## src/rtl/pll_reset_pkg.sv

```systemverilog
// Shared types and constants for the PLL reset sequencer: the FSM state
// encoding and the width of the relock event counter.
package pll_reset_pkg;

  typedef enum logic [1:0] {
    WAIT_LOCK = 2'd0,
    SETTLE    = 2'd1,
    RUN       = 2'd2
  } state_t;

  localparam int RELOCK_W = 8;

endpackage

```

## src/rtl/sync_2ff.sv

```systemverilog
// Generic two-flop synchronizer with synchronous active-high reset, used to
// bring asynchronous status flags into the local clock domain.
module sync_2ff #(
  parameter int WIDTH = 1
) (
  input  logic             clock,
  input  logic             reset,
  input  logic [WIDTH-1:0] d,
  output logic [WIDTH-1:0] q
);

  logic [WIDTH-1:0] meta;

  always_ff @(posedge clock) begin
    if (reset) begin
      meta <= '0;
      q    <= '0;
    end else begin
      meta <= d;
      q    <= meta;
    end
  end

endmodule

```

## src/rtl/pll_reset_seq.sv

```systemverilog
// Holds downstream logic in reset until the PLL lock is stable for LOCK_WAIT
// cycles, then releases it and strobes a divided pixel clock-enable.
module pll_reset_seq
  import pll_reset_pkg::*;
#(
  parameter int LOCK_WAIT   = 1024,
  parameter int LOSS_FILTER = 4,
  parameter int CE_DIV      = 2
) (
  input  logic                clock,
  input  logic                reset,
  input  logic                locked,
  output logic                sys_reset,
  output logic                pix_ce,
  output logic                ready,
  output logic                lock_lost,
  output logic [RELOCK_W-1:0] relock_count
);

  localparam int SETTLE_W = $clog2(LOCK_WAIT) + 1;
  localparam int LOSS_W   = $clog2(LOSS_FILTER) + 1;
  localparam int DIV_W    = (CE_DIV > 1) ? $clog2(CE_DIV) : 1;

  localparam logic [SETTLE_W-1:0] SETTLE_LAST = SETTLE_W'(LOCK_WAIT - 1);
  localparam logic [LOSS_W-1:0]   LOSS_LAST   = LOSS_W'(LOSS_FILTER - 1);
  localparam logic [DIV_W-1:0]    DIV_LAST    = DIV_W'(CE_DIV - 1);

  state_t              state;
  state_t              next_state;
  logic                locked_s;
  logic [SETTLE_W-1:0] settle_cnt;
  logic [SETTLE_W-1:0] settle_next;
  logic [LOSS_W-1:0]   loss_cnt;
  logic [LOSS_W-1:0]   loss_next;
  logic [DIV_W-1:0]    div_cnt;
  logic                lost_event;
  logic                run_hold;
  logic                div_wrap;

  sync_2ff #(.WIDTH(1)) u_lock_sync (
    .clock (clock),
    .reset (reset),
    .d     (locked),
    .q     (locked_s)
  );

  always_comb begin
    next_state  = state;
    settle_next = settle_cnt;
    loss_next   = loss_cnt;
    lost_event  = 1'b0;
    case (state)
      WAIT_LOCK: begin
        settle_next = '0;
        loss_next   = '0;
        if (locked_s) next_state = SETTLE;
      end
      SETTLE: begin
        if (!locked_s) begin
          next_state  = WAIT_LOCK;
          settle_next = '0;
        end else if (settle_cnt == SETTLE_LAST) begin
          next_state  = RUN;
          settle_next = '0;
        end else begin
          settle_next = settle_cnt + 1'b1;
        end
      end
      RUN: begin
        if (locked_s) begin
          loss_next = '0;
        end else if (loss_cnt == LOSS_LAST) begin
          // Only a run of LOSS_FILTER consecutive low samples counts as loss.
          next_state = WAIT_LOCK;
          loss_next  = '0;
          lost_event = 1'b1;
        end else begin
          loss_next = loss_cnt + 1'b1;
        end
      end
      default: begin
        next_state  = WAIT_LOCK;
        settle_next = '0;
        loss_next   = '0;
      end
    endcase
  end

  // The divider only runs while staying in RUN, so pix_ce drops on the exit edge.
  assign run_hold = (state == RUN) && (next_state == RUN);
  assign div_wrap = (div_cnt == DIV_LAST);

  always_ff @(posedge clock) begin
    if (reset) begin
      state        <= WAIT_LOCK;
      settle_cnt   <= '0;
      loss_cnt     <= '0;
      div_cnt      <= '0;
      sys_reset    <= 1'b1;
      ready        <= 1'b0;
      pix_ce       <= 1'b0;
      lock_lost    <= 1'b0;
      relock_count <= '0;
    end else begin
      state      <= next_state;
      settle_cnt <= settle_next;
      loss_cnt   <= loss_next;
      sys_reset  <= (next_state != RUN);
      ready      <= (next_state == RUN);
      if (run_hold) begin
        div_cnt <= div_wrap ? '0 : div_cnt + 1'b1;
        pix_ce  <= div_wrap;
      end else begin
        div_cnt <= '0;
        pix_ce  <= 1'b0;
      end
      if (lost_event) begin
        lock_lost <= 1'b1;
        if (relock_count != '1) relock_count <= relock_count + 1'b1;
      end
    end
  end

endmodule

```

## config.mk

```make
export PLATFORM = sky130hd
export DESIGN_NAME = pll_reset_seq
export DESIGN_NICKNAME = d
export VERILOG_FILES = /design/src/rtl/pll_reset_pkg.sv /design/src/rtl/sync_2ff.sv /design/src/rtl/pll_reset_seq.sv
export SDC_FILE = /design/constraint.sdc
export NUM_CORES = 1
export LEC_CHECK = 0
export BUFFER_PORTS_ARGS = -buffer_cell sky130_fd_sc_hd__buf_2
export CAP_MARGIN = 20
export CORE_ASPECT_RATIO = 0.9
export CORE_MARGIN = 2
export CORE_UTILIZATION = 30
export CTS_CLUSTER_DIAMETER = 60
export DETAILED_ROUTE_END_ITERATION = 10
export PLACE_DENSITY_LB_ADDON = 0.12
export SYNTH_ARGS = -nofsm -noshare
export SYNTH_HDL_FRONTEND = slang
export SYNTH_HIERARCHICAL = 1
export SYNTH_SLANG_ARGS = --single-unit
```

## constraint.sdc

```tcl
create_clock -name clock -period 2.9 [get_ports clock]
set_input_delay 0.435 -clock clock [delete_from_list [all_inputs] [get_ports clock]]
set_output_delay 0.435 -clock clock [all_outputs]
set_load 0.05 [all_outputs]
```

; ---- Word level (Yosys, flattened, before mapping)
; Index checks and enable logic that the tools add are counted.
[word_totals]
ff_bits = 31
input_bits = 3
word_cells = 43
[classes]
addsub = 4
eq_ne = 7
muxes = 15
bitwise_logic = 1
reduce_logical = 5
[ops]
columns = op, n
row1 = 2-to-1 mux 11 bit, 2
row2 = case mux 11 bit (2 select lines), 1
row3 = "adder 11 x 1 -> 11 bit, second input constant", 1
row4 = "equality test 11 x 10 -> 1 bit, second input constant", 1
row5 = 2-to-1 mux 2 bit, 5
row6 = "adder 8 x 1 -> 8 bit, second input constant", 1
row7 = "!= test 8 bit, second input constant", 1
row8 = 2-to-1 mux 3 bit, 2
row9 = case mux 2 bit (3 select lines), 1
row10 = case mux 3 bit (2 select lines), 1
row11 = "equality test 2 bit, second input constant", 2
row12 = "adder 3 x 1 -> 3 bit, second input constant", 1
row13 = "equality test 3 x 2 -> 1 bit, second input constant", 1
row14 = 2-to-1 mux 1 bit, 3
row15 = OR reduction 3 bit, 1
row16 = "equality test 2 x 1 -> 1 bit, second input constant", 1
row17 = logical NOT 2 bit, 1
row18 = "!= test 2 bit, second input constant", 1
row19 = AND reduction 2 bit, 1
row20 = OR reduction 2 bit, 1
row21 = "adder 1 bit, second input constant", 1
row22 = logical AND 1 bit, 1
row23 = NOT 1 bit, 1

; ---- Logic depth before layout (Yosys ltp)
; Gate-level depths: netlist of the first run.
[logic_depth]
depth_word = 8
mapped_depth = 6
depth_no_buf = 5

; ---- Cells and area by module
; Netlist of the first run, hierarchy kept.
[by_module_without_submodules]
columns = module, n_inst, cells_per_inst, area_each_um2, seq_area_each_um2
row1 = pll_reset_seq, 1, 150, 1352.5, 580.6
row2 = sync_2ff, 1, 4, 52.6, 40.0

; ---- Least setup slack after synthesis of the first run
; Ideal clock, no wire load.
[synth_path]
path_kind = reg2reg
start = register relock_count[0]
end = register relock_count[6]
setup_ps = 123
t_arrival_ps = 1824
path_slack_ps = 953
path_stages_with_launch = 6
synth_period_minus_slack_ps = 1947
cell_sequence = dfxtp_1 -> ha_1 -> nand4b_1 -> a211oi_4 -> nand4_1 -> mux2_1
[synth_between]
elab_chain_cells = 2
elab_cells_between_ends = 3
[synth_rtl]
columns = item, line_no
row1 = start: declaration, pll_reset_seq.sv:17  ; output logic [RELOCK_W-1:0] relock_count
row2 = start signal: assignment, pll_reset_seq.sv:119  ; if (relock_count != '1) relock_count <= relock_count + 1'b1;
row3 = "parallel branches: the longest is 2 deep, another holds adder 8 x 1 -> 8 bit", --
; Parallel ways; which one is timed is not known.
; A chain may end at the register's enable or synchronous reset.

; ---- Worst setup path after layout of the first run
[layout_path]
start = register loss_cnt[0]
end = register relock_count[0]
[layout_between]
elab_chain_cells = 5
[layout_rtl]
columns = item, line_no
row1 = start: declaration, pll_reset_seq.sv:33  ; logic [LOSS_W-1:0] loss_cnt;
row2 = start signal: assignment, pll_reset_seq.sv:107  ; loss_cnt <= loss_next;
row3 = equality test 3 x 2 -> 1 bit, pll_reset_seq.sv:72  ; end else if (loss_cnt == LOSS_LAST) begin
row4 = 2-to-1 mux 1 bit, pll_reset_seq.sv:72
row5 = 2-to-1 mux 1 bit, pll_reset_seq.sv:70  ; if (locked_s) begin
row6 = 2-to-1 mux 1 bit, pll_reset_seq.sv:52  ; case (state)
row7 = AND reduction 2 bit (no line), --
; Every way passes these cells.

==> results of run 1 <==
-- per-stage QoR --
stage               hold WS [ns]  instances  area, um2  utilization (%)
CTS                        0.386        231       1610             35.8
detailed placement         0.408        224       1520             33.8
finish                     0.378        231       1610             35.8
floorplan                  0.391        154       1410                -
global route               0.401        231       1610             35.8
global placement           0.404        224       1520             33.8
-- per-layer routing --
metal / vias to the layer above / share of wire (%) / GRT usage (%)
li1: 597 / - / -
met1: 538 / 52 / 17.1
met2: 27 / 41 / 18.2
met3: 5 / 5.3 / 3.52
met4: 0 / 1.5 / 5.45
met5: - / 0 / 0
-- worst reg2reg max path: stages (launching register included) --
cell and delay (ns):
dfxtp_1 0.35, ha_1 0.20, or3b_4 0.43, nor2_1 0.19, a21boi_2 0.24, mux2_2 0.35
-- power breakdown --
group / switching [uW] / total [uW] / internal [uW]
registers: 1.83 / 429 / 428
logic: 8.68 / 11.9 / 3.22
clock network: 151 / 336 / 186
-- placed cells by master (no fill, tap or decap), types with 2 or more instances in the layout --
cell,count
clkbuf_8,6
nand3_1,8
or4_1,2
dfxtp_1,31
and3_2,2
ha_1,3
nand4_1,5
a22oi_1,2
nor3_1,3
buf_2,14
or3_1,4
nor3b_1,4
nand3b_1,2
nor2_1,13
and3_1,3
and4_1,3
inv_1,4
nand2_1,12
a31oi_1,3
nor2b_1,7
a21oi_1,8
mux2i_1,2
o21ai_0,4
-- cells by family after synthesis --
kind of cell    after synthesis  share of synthesized area [%]
buf+inv                      10                           3.56
compound gates               30                           15.7
mux                           4                           3.03
fa+ha+maj                     3                           2.67
flops                        31                           44.2
xor+xnor                      1                          0.623
simple gates                 75                           30.3
-- sequential cells by signal, indices dropped and copies added (netlist names) --
signal,flops
settle_cnt,11
u_lock_sync/q,1
sys_reset,1
pix_ce,1
u_lock_sync/meta,1
state,2
ready,1
loss_cnt,3
div_cnt,1
relock_count,8
lock_lost,1
-- worst min path at each step --
stage | from | endpoint | slack [ns]
after global placement | div_cnt | div_cnt | 0.40
after floorplan | div_cnt | div_cnt | 0.39
after global routing | locked | u_lock_sync/meta | 0.40
final | locked | u_lock_sync/meta | 0.38
after detailed placement | div_cnt | div_cnt | 0.41
after CTS | locked | u_lock_sync/meta | 0.39
-- area by class of cell --
type | count | area share [%]
multi-input combinational | 113 | 45.8
clock inverter | 1 | 0.312
inverter | 4 | 0.935
sequential | 31 | 38.7
tap | 62 | 4.83
clock buffer | 6 | 5.14
timing repair buffer | 14 | 4.36
==> results.tsv, run 1 <==
metric	value	unit
startpoint	loss_cnt[0]	
post-route-period-util	63.9	%
critPathSlowestCell	or3b_4	
num_antenna_cells	0	
place.gp.congestion	0.753	
worstPathRequired	3.07	ns
synth_cells	154	
place_hpwl	2130	um
seq_area_frac_synth	44.2	%
timing.rr.end	relock_count[0]	
drive_gt1_share	17.2	%
drtAntennaViolNets	0	
arrival	2.02	ns
endpoint	relock_count[0]	
synth.cell_area	0.00141	mm2
p_leak	0.000620	uW
antenna_found_initial	0	
multiInputGateArea	734	um2
fillers	499	
power-per-cell-area	484	mW/mm2
yosysWarnings	6	
rsz0062_at_grt	false	
synth-edff-count	0	
routed-via-count	1167	
status	finished, final reports clean	
crit_fanout	4	
start_util	31.3	%
fmax	540	MHz
htree_levels	2	
grt_pass1_vias	1024	
place_worst_setup_slack	1.03	ns
drc_errors	0	
finalCriticalPeriod	1.85	ns
avgSynthCellArea	9.12	um2
area_growth	14.2	%
regToRegSetupSlack	1.05	ns
cts.root.buffer_cell	clkbuf_8	
syn_nets	160	
synth_top_area_share	44.2	%
cp-end-kind	flip-flop	
path_delay_family	simple AND/OR/NAND/NOR gates	
worstSetupPathType	flip-flop to flip-flop	
reg2regPathDepth	5	
routedWlPerCell	13.0	um
cts-resized-gates	0	
hold_depth	2	
cp-start-kind	flip-flop	
dieArea	0.00525	mm2
grt_overflow	0	
critPathMaxStageDelay	0.43	ns
holdBufCountCts	0	
setup_viol	0	
worstPathCellList	ha_1, or3b_4, nor2_1, a21boi_2, mux2_2	
synth_ff_type	dfxtp_1	
drt-pass1-iter-count	4	
die_w	76.1	um
core_area	0.00449	mm2
grt_start_max_net_pins	26	
worst-path-stages	5	
first_iter_violations	88	
postCtsSetupBuffers	0	
tightest_slew	0.569	ns
synth.most_common_cell	dfxtp_1	
fin_setup_tns	0	ns
slew_headroom	61.9	%
nNetsFinal	175	
worstReg2RegStart	loss_cnt[0]	
synth.distinct_cells	48	
critPathBufInv	0	
cts_sinks	31	
routed_via_density	5.05	
report.final.slew_viol_count	0	
skew	0.00479	ns
grt_pass1_wl	5020	um
synth-seq-cells	31	
cts_made_buffers	5	
async_reset_ff_share	0	%
clk-insertion-delay-late	0.28	ns
hold_viol	0	
path_clk_slew	0.06	ns
drv_cap	0	
power.total	778	uW
synth_common_cells	dfxtp_1, nor2_1, nand2_1, a21oi_1, nand3_1	
pin_count	15	
wl	2990	um
regArea	621	um2
post-synth-top-area-cell	dfxtp_1	
cts_tree	yes	
io_buffers	14	
hp-class	input port to flip-flop	
cts_buffer_depth	2	
max-vdd-ir-drop	0.226	mV
die_height	68.9	um
rows	23	
grt_usage	12.4	%
setup_slack	1.05	ns
synthTopCellsByArea	dfxtp_1, nor2_1, nand2_1	
No activity file was read; power rests on OpenSTA's default activity.
==> inputs of run 2 (changes only) <==
- clock period: 2.9 -> 1.7 ns (I/O delays scaled with it)
==> run 2 against run 1 <==
Combinational power rose by 130%. Critical path depth did not move. Count of clock-buffer cells in the layout rose by 1. Hold slack got worse by 0.20 ns. Worst setup slack got worse by 1.0 ns. Sequential power rose by 70%. Cell area grew 14%. Power is 74% higher. Largest cell class unchanged. Highest routed layer unchanged.
==> results.tsv, run 2 (synthesis results as in run 1) <==
metric	value	unit	change
die_w	76.1	um	unchanged
cts_tree	yes		
start_util	31.3	%	unchanged
detailed_place.area	0.00167	mm2	+9.9%
cp-start-kind	flip-flop		
crit_fanout	4		unchanged
report.final.slew_viol_count	0		unchanged
worstReg2RegStart	loss_cnt[1]		
routed_via_density	4.85		-4.1%
power.total	1350	uW	+74%
path_clk_slew	0.07	ns	about the same
clk-insertion-delay-late	0.28	ns	about the same
cts_made_buffers	5		unchanged
drv_cap	0		unchanged
hold_depth	2		unchanged
routedWlPerCell	12.3	um	-4.8%
timing.rr.end	relock_count[6]		
nNetsFinal	195		+11%
worstSetupPathType	flip-flop to flip-flop		
cts_buffer_depth	2		unchanged
largest-register	settle_cnt		
grt_pass1_vias	1163		+14%
p_leak	0.000733	uW	+18%
hold_viol	0		unchanged
drt-pass1-iter-count	4		unchanged
fin_hold_ws	0.179	ns	-0.199 ns
rsz0062_at_grt	true		
pin_count	15		unchanged
grt_pass1_wl	5380	um	+7.3%
num_antenna_cells	0		unchanged
power-per-cell-area	741	mW/mm2	+53%
drtAntennaViolNets	0		unchanged
final_common_cell	dfxtp_1		
first_iter_violations	76		-14%
rows	23		unchanged
grt_usage	13.1	%	+0.72 points
stdcell_area	0.00182	mm2	+14%
cp-end-kind	flip-flop		
top_regs	settle_cnt x11, relock_count x8, loss_cnt x3		
status	finished, final reports clean		
slew_headroom	73.9	%	+12 points
reg2regPathDepth	5		unchanged
dp.cells	242		+8.0%
place.gp.congestion	0.770		+2.3%
drc_errors	0		unchanged
dieArea	0.00525	mm2	unchanged
startpoint	loss_cnt[1]		
holdBufCountCts	0		unchanged
finalNonFillerCells	252		+9.1%
regToRegSetupSlack	0.05	ns	-1.00 ns
routed-via-count	1221		+4.6%
cts_sinks	31		unchanged
place_hpwl	2260	um	+6.2%
endpoint	relock_count[6]		
setup_viol	0		unchanged
hp-class	input port to flip-flop		
antenna_found_initial	0		unchanged
grt_overflow	0		unchanged
drive_gt1_share	33.7	%	+17 points
wl	3110	um	+3.8%
arrival	1.82	ns	-0.20 ns
skew	0.00980	ns	+0.00501 ns
grt_start_max_net_pins	14		-46%
io_buffers	14		unchanged
htree_levels	2		unchanged
mostFrequentLayoutCells	dfxtp_1, buf_4, buf_2		
worstPathRequired	1.87	ns	-1.20 ns
post-route-period-util	97.0	%	+33 points
area_growth	29.8	%	
core_area	0.00449	mm2	unchanged
die_height	68.9	um	unchanged
cts.root.buffer_cell	clkbuf_8		
largest_reg_flops	11		unchanged
tightest_slew	0.391	ns	-0.178 ns
max-vdd-ir-drop	0.316	mV	+40%
fmax	606	MHz	+12%
finalCriticalPeriod	1.65	ns	-0.203 ns
[run 2: how the worst min path moves through the flow]
stage / from / endpoint / slack, ns
floorplan: reset / u_lock_sync/meta / 0.33
global placement: div_cnt / div_cnt / 0.40
detailed placement: div_cnt / div_cnt / 0.41
CTS: locked / u_lock_sync/meta / 0.17
global route: locked / u_lock_sync/meta / 0.18
finish: locked / u_lock_sync/meta / 0.18
[run 2: cell type report]
type / count / area, um2
Fill cell: 473 / 2670
Tap cell: 62 / 77.6
Clock buffer: 7 / 86.3
Multi-Input combinational cell: 113 / 783
Sequential cell: 31 / 637
Clock inverter: 1 / 5.00
Inverter: 4 / 15.0
Timing Repair Buffer: 34 / 220
[run 2: what timing repair did]
action                                  4_1_cts  5_1_grt
buffers inserted                              0        2
endpoints found under the setup margin        0       12
resized for setup                             0       12
[run 2: worst max-delay path, cell delays in order (launching register included)]
cell	delay, ns
dfxtp_2	0.35
ha_4	0.13
or3b_4	0.42
a211oi_4	0.18
nand4_1	0.14
mux2_4	0.31
[run 2: layer usage]
layer / wire [um] / part of all wire (%) / up-vias / GRT usage (%)
met5: 0 / 0 / - / 0
met4: 23 / 0.74 / 0 / 6.82
met3: 139 / 4.5 / 2 / 3.78
met2: 1370 / 44 / 21 / 19.0
met1: 1580 / 51 / 561 / 17.9
li1: - / - / 637 / -
[run 2: power by group]
| group | switching [uW] | internal, uW | total [uW] | leakage [uW] |
|---|---|---|---|---|
| logic | 17.2 | 10.6 | 27.8 | 0.000430 |
| registers | 2.32 | 726 | 728 | 0.000255 |
| clock network | 269 | 326 | 595 | 0.0000482 |
[run 2: per-stage QoR]
step,util [%],worst slack (ns),TNS [ns]
floorplan,-,0.00760,0
global placement,37.2,0.0367,0
detailed placement,37.2,0.0195,0
CTS,39.2,0.00383,0
global route,40.6,-0.0412,-0.0518
finish,40.6,0.0509,0
==> inputs of run 3 (changes only) <==
- CORE_ASPECT_RATIO: 0.9 -> not set
==> run 3 against run 2 <==
First-iteration DRC count fell by 34%. Wire length is 7.1% higher. Maximum frequency shrank 1.7%. Largest power group unchanged.
==> results.tsv, run 3 (synthesis results as in run 1) <==
metric	value	unit	change
report.final.slew_viol_count	0		unchanged
clk-insertion-delay-late	0.28	ns	about the same
post-route-period-util	98.6	%	+1.6 points
holdBufCountCts	0		unchanged
drt-pass1-iter-count	4		unchanged
grt_start_max_net_pins	15		+1
cts_made_buffers	5		unchanged
die_height	72.4	um	+5.1%
htree_levels	2		unchanged
power.internal	1010	uW	-4.6%
tightest_slew	0.406	ns	+0.0148 ns
p_seq_share	56.4	%	+2.5 points
grt_overflow	0		unchanged
routed_via_density	5.25		+8.3%
antenna_found_initial	0		unchanged
regToRegSetupSlack	0.02	ns	-0.03 ns
clkPwrFrac	41.6	%	-2.5 points
cts_buffer_depth	2		unchanged
fin_util	39.9	%	-0.69 points
fillers	457		-3.4%
cts_sinks	31		unchanged
p_leak	0.000715	uW	-2.5%
largest_reg_flops	11		unchanged
grt_pass1_vias	1304		+12%
area_growth	26.4	%	
pwr-share-comb	2.0	%	about the same
worstPathRequired	1.86	ns	about the same
drtAntennaViolNets	0		unchanged
grt_usage	13.9	%	+0.76 points
fin_hold_ws	0.189	ns	+0.00929 ns
grt_pass1_wl	5550	um	+3.1%
cp-end-kind	flip-flop		
mostFrequentLayoutCells	dfxtp_1, buf_4, buf_2		
fmax	596	MHz	-1.7%
slew_headroom	73.0	%	-0.98 points
drive_gt1_share	30.3	%	-3.4 points
worstSetupPathType	flip-flop to flip-flop		
hp-class	input port to flip-flop		
arrival	1.84	ns	+0.02 ns
cts.root.buffer_cell	clkbuf_8		
dp.cells	231		-4.5%
skew	0.00621	ns	-0.00359 ns
status	finished, final reports clean		
first_iter_violations	50		-34%
largest-register	settle_cnt		
drv_cap	0		unchanged
top_regs	settle_cnt x11, relock_count x8, loss_cnt x3		
max-vdd-ir-drop	0.270	mV	-15%
drc_errors	0		unchanged
routed-via-count	1259		+3.1%
core_area	0.00444	mm2	-1.0%
fin_setup_tns	0	ns	unchanged
wl	3330	um	+7.1%
finalNonFillerCells	240		-4.8%
dieArea	0.00525	mm2	about the same
io_buffers	14		unchanged
power-per-cell-area	728	mW/mm2	-1.7%
cp-start-kind	flip-flop		
place.gp.congestion	0.796		+3.4%
met1_usage	16.1	%	-1.7 points
setup_viol	0		unchanged
netSwitchingFraction	21.5	%	+0.18 points
p_sw	278	uW	-3.5%
crit_fanout	4		unchanged
grt.busiest_layer	met2		
finalCriticalPeriod	1.68	ns	+0.0278 ns
path_clk_slew	0.06	ns	about the same
pin_count	15		unchanged
hold_viol	0		unchanged
nNetsFinal	193		-1.0%
grt_use_met2	22.9	%	+4.0 points
start_util	31.6	%	+0.32 points
final_common_cell	dfxtp_1		
place_hpwl	2370	um	+4.6%
die_w	72.4	um	-4.9%
rsz0062_at_grt	true		
num_antenna_cells	0		unchanged
cts_tree	yes		
gr-usage-met3	2.92	%	-0.86 points
routedWlPerCell	13.9	um	+12%
rows	24		+4.3%
## run 3: changes by cell type in the layout (fill, tap and decap cells not counted), sizes merged
cell,before,now
clkbuf,7,6
clkinv,1,2
buf,34,32
## run 3: metal layers
| metal | part of all wire, % | wire (um) |
|---|---|---|
| met1 | 47 | 1560 |
| met2 | 48 | 1610 |
| met3 | 2.7 | 90 |
| met4 | 2.2 | 74 |
| met5 | 0 | 0 |
## run 3: area by class of cell
cell class / count / area [um2] / share of cell area, %
inverters: 4 / 15.0 / 0.846
repair buffers: 32 / 205 / 11.6
well taps: 52 / 65.1 / 3.66
multi-input cells: 113 / 774 / 43.6
clock inverters: 2 / 7.51 / 0.423
clock buffers: 6 / 72.6 / 4.09
flip-flops and latches: 31 / 636 / 35.8
## run 3: power by group through the flow
stage	sequential (uW)	clock, uW	combinational (uW)
after CTS	729	551	25.8
final	729	537	25.6
after floorplan	743	0	17.3
after global routing	729	592	29.6
after global placement	745	0	25.4
after detailed placement	745	0	25.7
## run 3: critical path, stage by stage (launching register included)
cell and delay, ns:
dfxtp_2 0.36, ha_4 0.15, or3b_4 0.42, a211oi_4 0.19
nand4_1 0.12, mux2_1 0.31
## run 3: path summary, 6_finish.rpt
kind / endpoint / cells past startpoint / from
min reg2reg: div_cnt / 1 / div_cnt
max reg2reg: relock_count[6] / 5 / loss_cnt[0]
min: u_lock_sync/meta / 2 / locked
max: relock_count[6] / 5 / loss_cnt[0]
## run 3: through the flow
stage | area (um2) | total power (uW) | setup WS (ns)
after CTS | 1750 | 1310 | 0.0222
final | 1780 | 1290 | 0.0231
after detailed placement | 1650 | 771 | -0.0151
after global routing | 1780 | 1350 | -0.0110
after floorplan | 1420 | 761 | 0.00760
after global placement | 1650 | 771 | 0.0232
## run 3: what timing repair did
item | in CTS | in global routing
buffers inserted | 0 | 1
resized for setup | 5 | 4
pin swaps | 0 | 1
setup endpoints to repair | 2 | 8
